--- config.mk ---
export PLATFORM = sky130hd
export DESIGN_NAME = i2s_deser_flat
export DESIGN_NICKNAME = d
export VERILOG_FILES = /design/src/rtl/i2s_deser_pkg.sv /design/src/rtl/i2s_deser_if.sv /design/src/rtl/i2s_deser_sync_2ff.sv /design/src/rtl/i2s_deser.sv /design/src/flat_wrapper.sv
export SDC_FILE = /design/constraint.sdc
export NUM_CORES = 1
export LEC_CHECK = 0
export BUFFER_PORTS_ARGS = -buffer_cell sky130_fd_sc_hd__buf_2
export CAP_MARGIN = 10
export CORE_MARGIN = 1
export CORE_UTILIZATION = 45
export CTS_BUF_LIST = sky130_fd_sc_hd__clkbuf_16
export DETAILED_ROUTE_END_ITERATION = 8
export PLACE_DENSITY = 0.69
export REMOVE_ABC_BUFFERS = 1
export SLEW_MARGIN = 10
export SYNTH_ARGS = -nofsm -noshare
export SYNTH_HDL_FRONTEND = slang
export SYNTH_HIERARCHICAL = 1
export SYNTH_SLANG_ARGS = --single-unit
--- constraint.sdc ---
create_clock -name clk -period 5.95 [get_ports clk]
set_clock_uncertainty 0.15 [all_clocks]
set_input_delay 0.2975 -clock clk [delete_from_list [all_inputs] [get_ports clk]]
set_output_delay 0.2975 -clock clk [all_outputs]
set_load 0.05 [all_outputs]
--- src/rtl/i2s_deser_pkg.sv ---
// Shared types and helpers for the I2S receiver.
package i2s_deser_pkg;

    typedef enum logic {CH_LEFT = 1'b0, CH_RIGHT = 1'b1} i2s_ch_t;

    typedef enum logic {ST_HUNT = 1'b0, ST_RUN = 1'b1} i2s_rx_state_t;

    localparam int unsigned SYNC_STAGES = 2;

    // Width of a counter that must reach w inclusive.
    function automatic int unsigned cnt_bits(input int unsigned w);
        return $clog2(w + 1);
    endfunction

endpackage

--- src/rtl/i2s_deser_if.sv ---
// Serial I2S lines plus the recovered parallel sample pair.
interface i2s_deser_if #(
    parameter int unsigned w_ser = 16
);
    logic             bclk;
    logic             lrclk;
    logic             sd;
    logic [w_ser-1:0] out_l;
    logic [w_ser-1:0] out_r;
    logic             out_valid;
    logic             slot_err;

    modport master (
        output bclk, lrclk, sd,
        input  out_l, out_r, out_valid, slot_err
    );

    modport slave (
        input  bclk, lrclk, sd,
        output out_l, out_r, out_valid, slot_err
    );
endinterface

--- src/rtl/i2s_deser_sync_2ff.sv ---
// Two-flop synchronizer for one asynchronous input bit.
module i2s_deser_sync_2ff (
    input  logic clk,
    input  logic rst,
    input  logic d_i,
    output logic q_o
);
    logic meta_q;
    logic sync_q;

    always_ff @(posedge clk or posedge rst) begin
        if (rst) begin
            meta_q <= 1'b0;
            sync_q <= 1'b0;
        end else begin
            meta_q <= d_i;
            sync_q <= meta_q;
        end
    end

    assign q_o = sync_q;
endmodule

--- src/rtl/i2s_deser.sv ---
// I2S / PT8211-style receiver: oversamples BCLK/LRCLK/SD in the clk domain
// and emits one left/right sample pair per frame.
module i2s_deser
    import i2s_deser_pkg::*;
#(
    parameter int unsigned w_ser               = 16,
    parameter bit          align_right         = 1'b0,
    parameter bit          offset_by_one_cycle = 1'b1
) (
    input  logic       clk,
    input  logic       rst,
    i2s_deser_if.slave i2s
);
    localparam int unsigned      CNT_W    = cnt_bits(w_ser);
    localparam logic [CNT_W-1:0] CNT_FULL = CNT_W'(w_ser);
    localparam logic [CNT_W-1:0] CNT_ONE  = CNT_W'(1);

    logic bclk_s;
    logic lrclk_s;
    logic sd_s;

    i2s_deser_sync_2ff u_sync_bclk  (.clk(clk), .rst(rst), .d_i(i2s.bclk),  .q_o(bclk_s));
    i2s_deser_sync_2ff u_sync_lrclk (.clk(clk), .rst(rst), .d_i(i2s.lrclk), .q_o(lrclk_s));
    i2s_deser_sync_2ff u_sync_sd    (.clk(clk), .rst(rst), .d_i(i2s.sd),    .q_o(sd_s));

    i2s_rx_state_t    state_q, state_d;
    i2s_ch_t          ch_prev_q;
    logic             bclk_prev_q;
    logic             ws_q;
    logic [w_ser-1:0] shift_q;
    logic [CNT_W-1:0] cnt_q;
    logic [w_ser-1:0] l_hold_q;
    logic             l_have_q;
    logic [w_ser-1:0] out_l_q;
    logic [w_ser-1:0] out_r_q;
    logic             out_valid_q;
    logic             slot_err_q;

    logic    edge_c;
    i2s_ch_t ch_c;
    logic    boundary_c;

    // Standard I2S lags the channel by one bit, so use LRCLK from the previous edge.
    assign edge_c     = bclk_s & ~bclk_prev_q;
    assign ch_c       = i2s_ch_t'(offset_by_one_cycle ? ws_q : lrclk_s);
    assign boundary_c = edge_c && (ch_c != ch_prev_q);

    always_comb begin
        state_d = state_q;
        if ((state_q == ST_HUNT) && boundary_c) begin
            state_d = ST_RUN;
        end
    end

    always_ff @(posedge clk or posedge rst) begin
        if (rst) begin
            state_q     <= ST_HUNT;
            ch_prev_q   <= CH_LEFT;
            bclk_prev_q <= 1'b0;
            ws_q        <= 1'b0;
            shift_q     <= '0;
            cnt_q       <= '0;
            l_hold_q    <= '0;
            l_have_q    <= 1'b0;
            out_l_q     <= '0;
            out_r_q     <= '0;
            out_valid_q <= 1'b0;
            slot_err_q  <= 1'b0;
        end else begin
            state_q     <= state_d;
            bclk_prev_q <= bclk_s;
            out_valid_q <= 1'b0;
            slot_err_q  <= 1'b0;
            if (edge_c) begin
                ws_q      <= lrclk_s;
                ch_prev_q <= ch_c;
                if (boundary_c) begin
                    // Commit the finished slot, then start the new one with this bit.
                    if (state_q == ST_RUN) begin
                        if (cnt_q < CNT_FULL) begin
                            slot_err_q <= 1'b1;
                            l_have_q   <= 1'b0;
                        end else if (ch_prev_q == CH_LEFT) begin
                            l_hold_q <= shift_q;
                            l_have_q <= 1'b1;
                        end else if (l_have_q) begin
                            out_l_q     <= l_hold_q;
                            out_r_q     <= shift_q;
                            out_valid_q <= 1'b1;
                            l_have_q    <= 1'b0;
                        end
                    end
                    shift_q <= w_ser'(sd_s);
                    cnt_q   <= CNT_ONE;
                end else if (state_q == ST_RUN) begin
                    if (align_right || (cnt_q < CNT_FULL)) begin
                        shift_q <= {shift_q[w_ser-2:0], sd_s};
                    end
                    if (cnt_q < CNT_FULL) begin
                        cnt_q <= cnt_q + CNT_ONE;
                    end
                end
            end
        end
    end

    assign i2s.out_l     = out_l_q;
    assign i2s.out_r     = out_r_q;
    assign i2s.out_valid = out_valid_q;
    assign i2s.slot_err  = slot_err_q;
endmodule

--- src/flat_wrapper.sv ---
// flat-port wrapper written by rule: the top's interface ports become plain ports
module i2s_deser_flat import i2s_deser_pkg::*;
#(
    parameter int unsigned w_ser               = 16,
    parameter bit          align_right         = 1'b0,
    parameter bit          offset_by_one_cycle = 1'b1
)
  (clk, rst, i2s_bclk, i2s_lrclk, i2s_sd, i2s_out_l, i2s_out_r, i2s_out_valid, i2s_slot_err);
  i2s_deser_if #(.w_ser(w_ser)) i2s_i ();
  input  logic clk;
  input  logic rst;
  input wire logic [$bits(i2s_i.bclk)-1:0] i2s_bclk;
  input wire logic [$bits(i2s_i.lrclk)-1:0] i2s_lrclk;
  input wire logic [$bits(i2s_i.sd)-1:0] i2s_sd;
  output wire logic [$bits(i2s_i.out_l)-1:0] i2s_out_l;
  output wire logic [$bits(i2s_i.out_r)-1:0] i2s_out_r;
  output wire logic [$bits(i2s_i.out_valid)-1:0] i2s_out_valid;
  output wire logic [$bits(i2s_i.slot_err)-1:0] i2s_slot_err;
  assign i2s_i.bclk = i2s_bclk;
  assign i2s_i.lrclk = i2s_lrclk;
  assign i2s_i.sd = i2s_sd;
  assign i2s_out_l = i2s_i.out_l;
  assign i2s_out_r = i2s_i.out_r;
  assign i2s_out_valid = i2s_i.out_valid;
  assign i2s_slot_err = i2s_i.slot_err;
  i2s_deser #(.w_ser(w_ser), .align_right(align_right), .offset_by_one_cycle(offset_by_one_cycle)) u_core (.clk(clk), .rst(rst), .i2s(i2s_i));
endmodule
==> impl_metrics.json <==
{
  "status": "complete, no violations",
  "whs_path_depth": 0,
  "drc": 0,
  "worstPathMaxFanout": 18,
  "utilization_pct": 55.3,
  "met2WireLength_mm": 2.32,
  "drtIter0Drc": 82,
  "power_frac_comb_pct": 5.9,
  "die-area_um2": 7660,
  "clockBufferDepth": 2,
  "ys_seq_area_share_pct": 62.3,
  "netlist_area_um2": 3290,
  "ys_top_cells_by_count": "dfrtp_1, nand2_1, mux2_4",
  "ys_ff_latch": 82,
  "max_freq_mhz": 479,
  "power.leakage_uw": 0.00194,
  "synth_most_common_cell": "dfrtp_1",
  "drv_cap": 0,
  "irDropWorstVdd_mv": 0.258,
  "drt_pass1_iterations": 4,
  "ioPinCount": 39,
  "power_uw": 1200,
  "synth_top_area_share_pct": 62.3,
  "postSynthCellCount": 224,
  "wl_per_cell_um": 13.4,
  "fillers": 567,
  "antenna_left": 0,
  "grt_max_degree": 77,
  "period_share_pct": 35.1,
  "async_flop_share_pct": 100,
  "end_kind": "flop",
  "grt_pass1_vias": 1840,
  "clk_pin_slew_worst_paths_ps": 60,
  "cts_root_buffer": "clkbuf_16",
  "slew_headroom_pct": 38.1,
  "rows": 30,
  "vias": 1796,
  "viasPerCell": 4.87,
  "grt_pass1_wl_mm": 8.66,
  "dieHeight_um": 87.5,
  "final_nets": 275,
  "reg2reg_depth": 3,
  "yosys-top-cells-area": "dfrtp_1, mux2_4, mux2_2",
  "slew_violations": 0,
  "dp_cells": 350,
  "min_path_type": "flop to flop",
  "antenna_cells": 0,
  "worstPathArrival_ps": 2190,
  "met1_length_mm": 2.35,
  "synth-edff-count": 0,
  "track_usage_pct": 15.2,
  "fin_crit_ps": 2090,
  "yosysWarnings": 6,
  "highest_layer": "met4",
  "final_cells": 369,
  "io_buffers": 38,
  "crit_path_start_kind": "flop",
  "core_um2": 6940,
  "p_per_area_nw_per_um2": 313,
  "clkSinkCount": 82,
  "share_seq_of_total_power_pct": 50.6,
  "post_cts_buffers": 0,
  "power_frac_clock_pct": 43.5,
  "antenna_found_initial": 0,
  "tightest_slew_ps": 928,
  "netSwitchingFraction_pct": 22.7,
  "required_ps": 6050,
  "synth_cell_types": 29,
  "finalSetupViolCount": 0,
  "cts-buffers-inserted": 9,
  "rsz0062_at_grt": "false",
  "met3_length_um": 169,
  "p_sw_uw": 273,
  "routed_wl_mm": 4.95,
  "drive_gt1_share_pct": 41.0,
  "cts_tree": "done",
  "ctsResizeCount": 0,
  "dieWidth_um": 87.5,
  "place_congestion": 0.732,
  "syn_avg_cell_area_um2": 14.7,
  "yosysTopAreaCell": "dfrtp_1",
  "fin_tns_setup_ps": 0,
  "dp_hpwl_mm": 3.11,
  "grt.overflow.total": 0,
  "initial_core_util_pct": 47.4,
  "hold_violations": 0,
  "synthToLayoutAreaGrowth_pct": 16.6,
  "h-tree-depth": 3,
  "ys.flop_type": "dfrtp_1",
  "internal_power_uw": 929,
  "critical_path_class": "flop to flop",
  "clk-insertion-delay-late_ps": 330
}
==> routing by layer <==
layer / GRT usage (%) / vias up
met5: 0 / -
li1: - / 853
met2: 22.8 / 38
met4: 8.94 / 0
met3: 5.09 / 9
met1: 19.4 / 896
==> final cells by class <==
class	instances	area, um^2	share of cell area [%]
tap	96	120	3.13
clock buffer	9	225	5.87
timing repair buffer	45	253	6.58
clock inverter	6	58.8	1.53
sequential	82	2050	53.4
multi-input combinational	126	1110	29.0
inverter	5	18.8	0.489
==> cell usage in the layout, fill, tap and decap left out, types with 3 or more instances in the layout <==
master,count
dfrtp_1,82
buf_2,38
nand2_1,32
mux2_4,29
mux2_2,22
a21oi_1,18
clkbuf_16,9
dlygate4sd3_1,4
inv_1,4
o21ai_0,3
nor2_1,3
buf_4,3
==> registers in the layout (all words and copies together) (netlist names) <==
register                    flops
u_core/i2s.out_valid            1
u_core/l_have_q                 1
u_core/i2s.out_l               16
u_core/u_sync_bclk/meta_q       1
u_core/cnt_q                    5
u_core/u_sync_sd/meta_q         1
u_core/u_sync_sd/q_o            1
u_core/u_sync_lrclk/meta_q      1
u_core/shift_q                 16
u_core/u_sync_lrclk/q_o         1
u_core/i2s.out_r               16
u_core/bclk_prev_q              1
u_core/i2s.slot_err             1
u_core/u_sync_bclk/q_o          1
u_core/state_q                  1
u_core/ch_prev_q                1
u_core/l_hold_q                16
u_core/ch_c                     1
==> critical path, cell delays in order, from the launching register on <==
cell and delay [ps]:
dfrtp_1 430, nand4bb_1 700, or3_1 590, a21oi_1 140
==> power groups by stage <==
stage	registers, uW	clock network [uW]	logic, uW
after CTS	608	540	72.4
after global placement	616	0	67.9
after global routing	612	561	82.7
final	608	523	71.0
after detailed placement	617	0	69.8
after floorplan	613	0	52.0
==> stage by stage <==
stage | area, um^2 | hold WS (ps) | worst slack, ps
after global routing | 3840 | 215 | 3710
after global placement | 3520 | 34.6 | 3900
after detailed placement | 3520 | 34.9 | 3860
after floorplan | 3180 | -111 | 2930
final | 3840 | 203 | 3860
after CTS | 3840 | 206 | 3850
==> final timing paths <==
check | slack, ps | from | to
min | 200 | u_core/u_sync_sd/meta_q$_DFF_PP0_ | u_core/u_sync_sd/q_o$_DFF_PP0_
max in group asynchronous | 4380 | rst | u_core/l_hold_q[3]$_DFFE_PP0P_
max reg2reg | 3860 | u_core/cnt_q[4]$_DFFE_PP0P_ | u_core/cnt_q[3]$_DFFE_PP0P_
max | 3860 | u_core/cnt_q[4]$_DFFE_PP0P_ | u_core/cnt_q[3]$_DFFE_PP0P_
min in group asynchronous | 240 | rst | u_core/u_sync_sd/q_o$_DFF_PP0_
min reg2reg | 200 | u_core/u_sync_sd/meta_q$_DFF_PP0_ | u_core/u_sync_sd/q_o$_DFF_PP0_
==> logic make-up after synthesis <==
logic type	after synthesis	share of synthesized area (%)
XOR/XNOR	2	0.532
buffers and inverters	16	3.91
multiplexers	51	20.7
adder cells (fa/ha/maj)	1	0.380
AND/OR/NAND/NOR	49	8.43
AO/OA/AOI/OAI	23	3.69
flip-flops	82	62.3
==> timing repair <==
item / in CTS / in global routing
hold buffers: 4 / 0
endpoints found under the setup margin: 0 / 0
endpoints found under the hold margin: 9 / 0
Note: power is estimated with default switching activity, not from simulation.
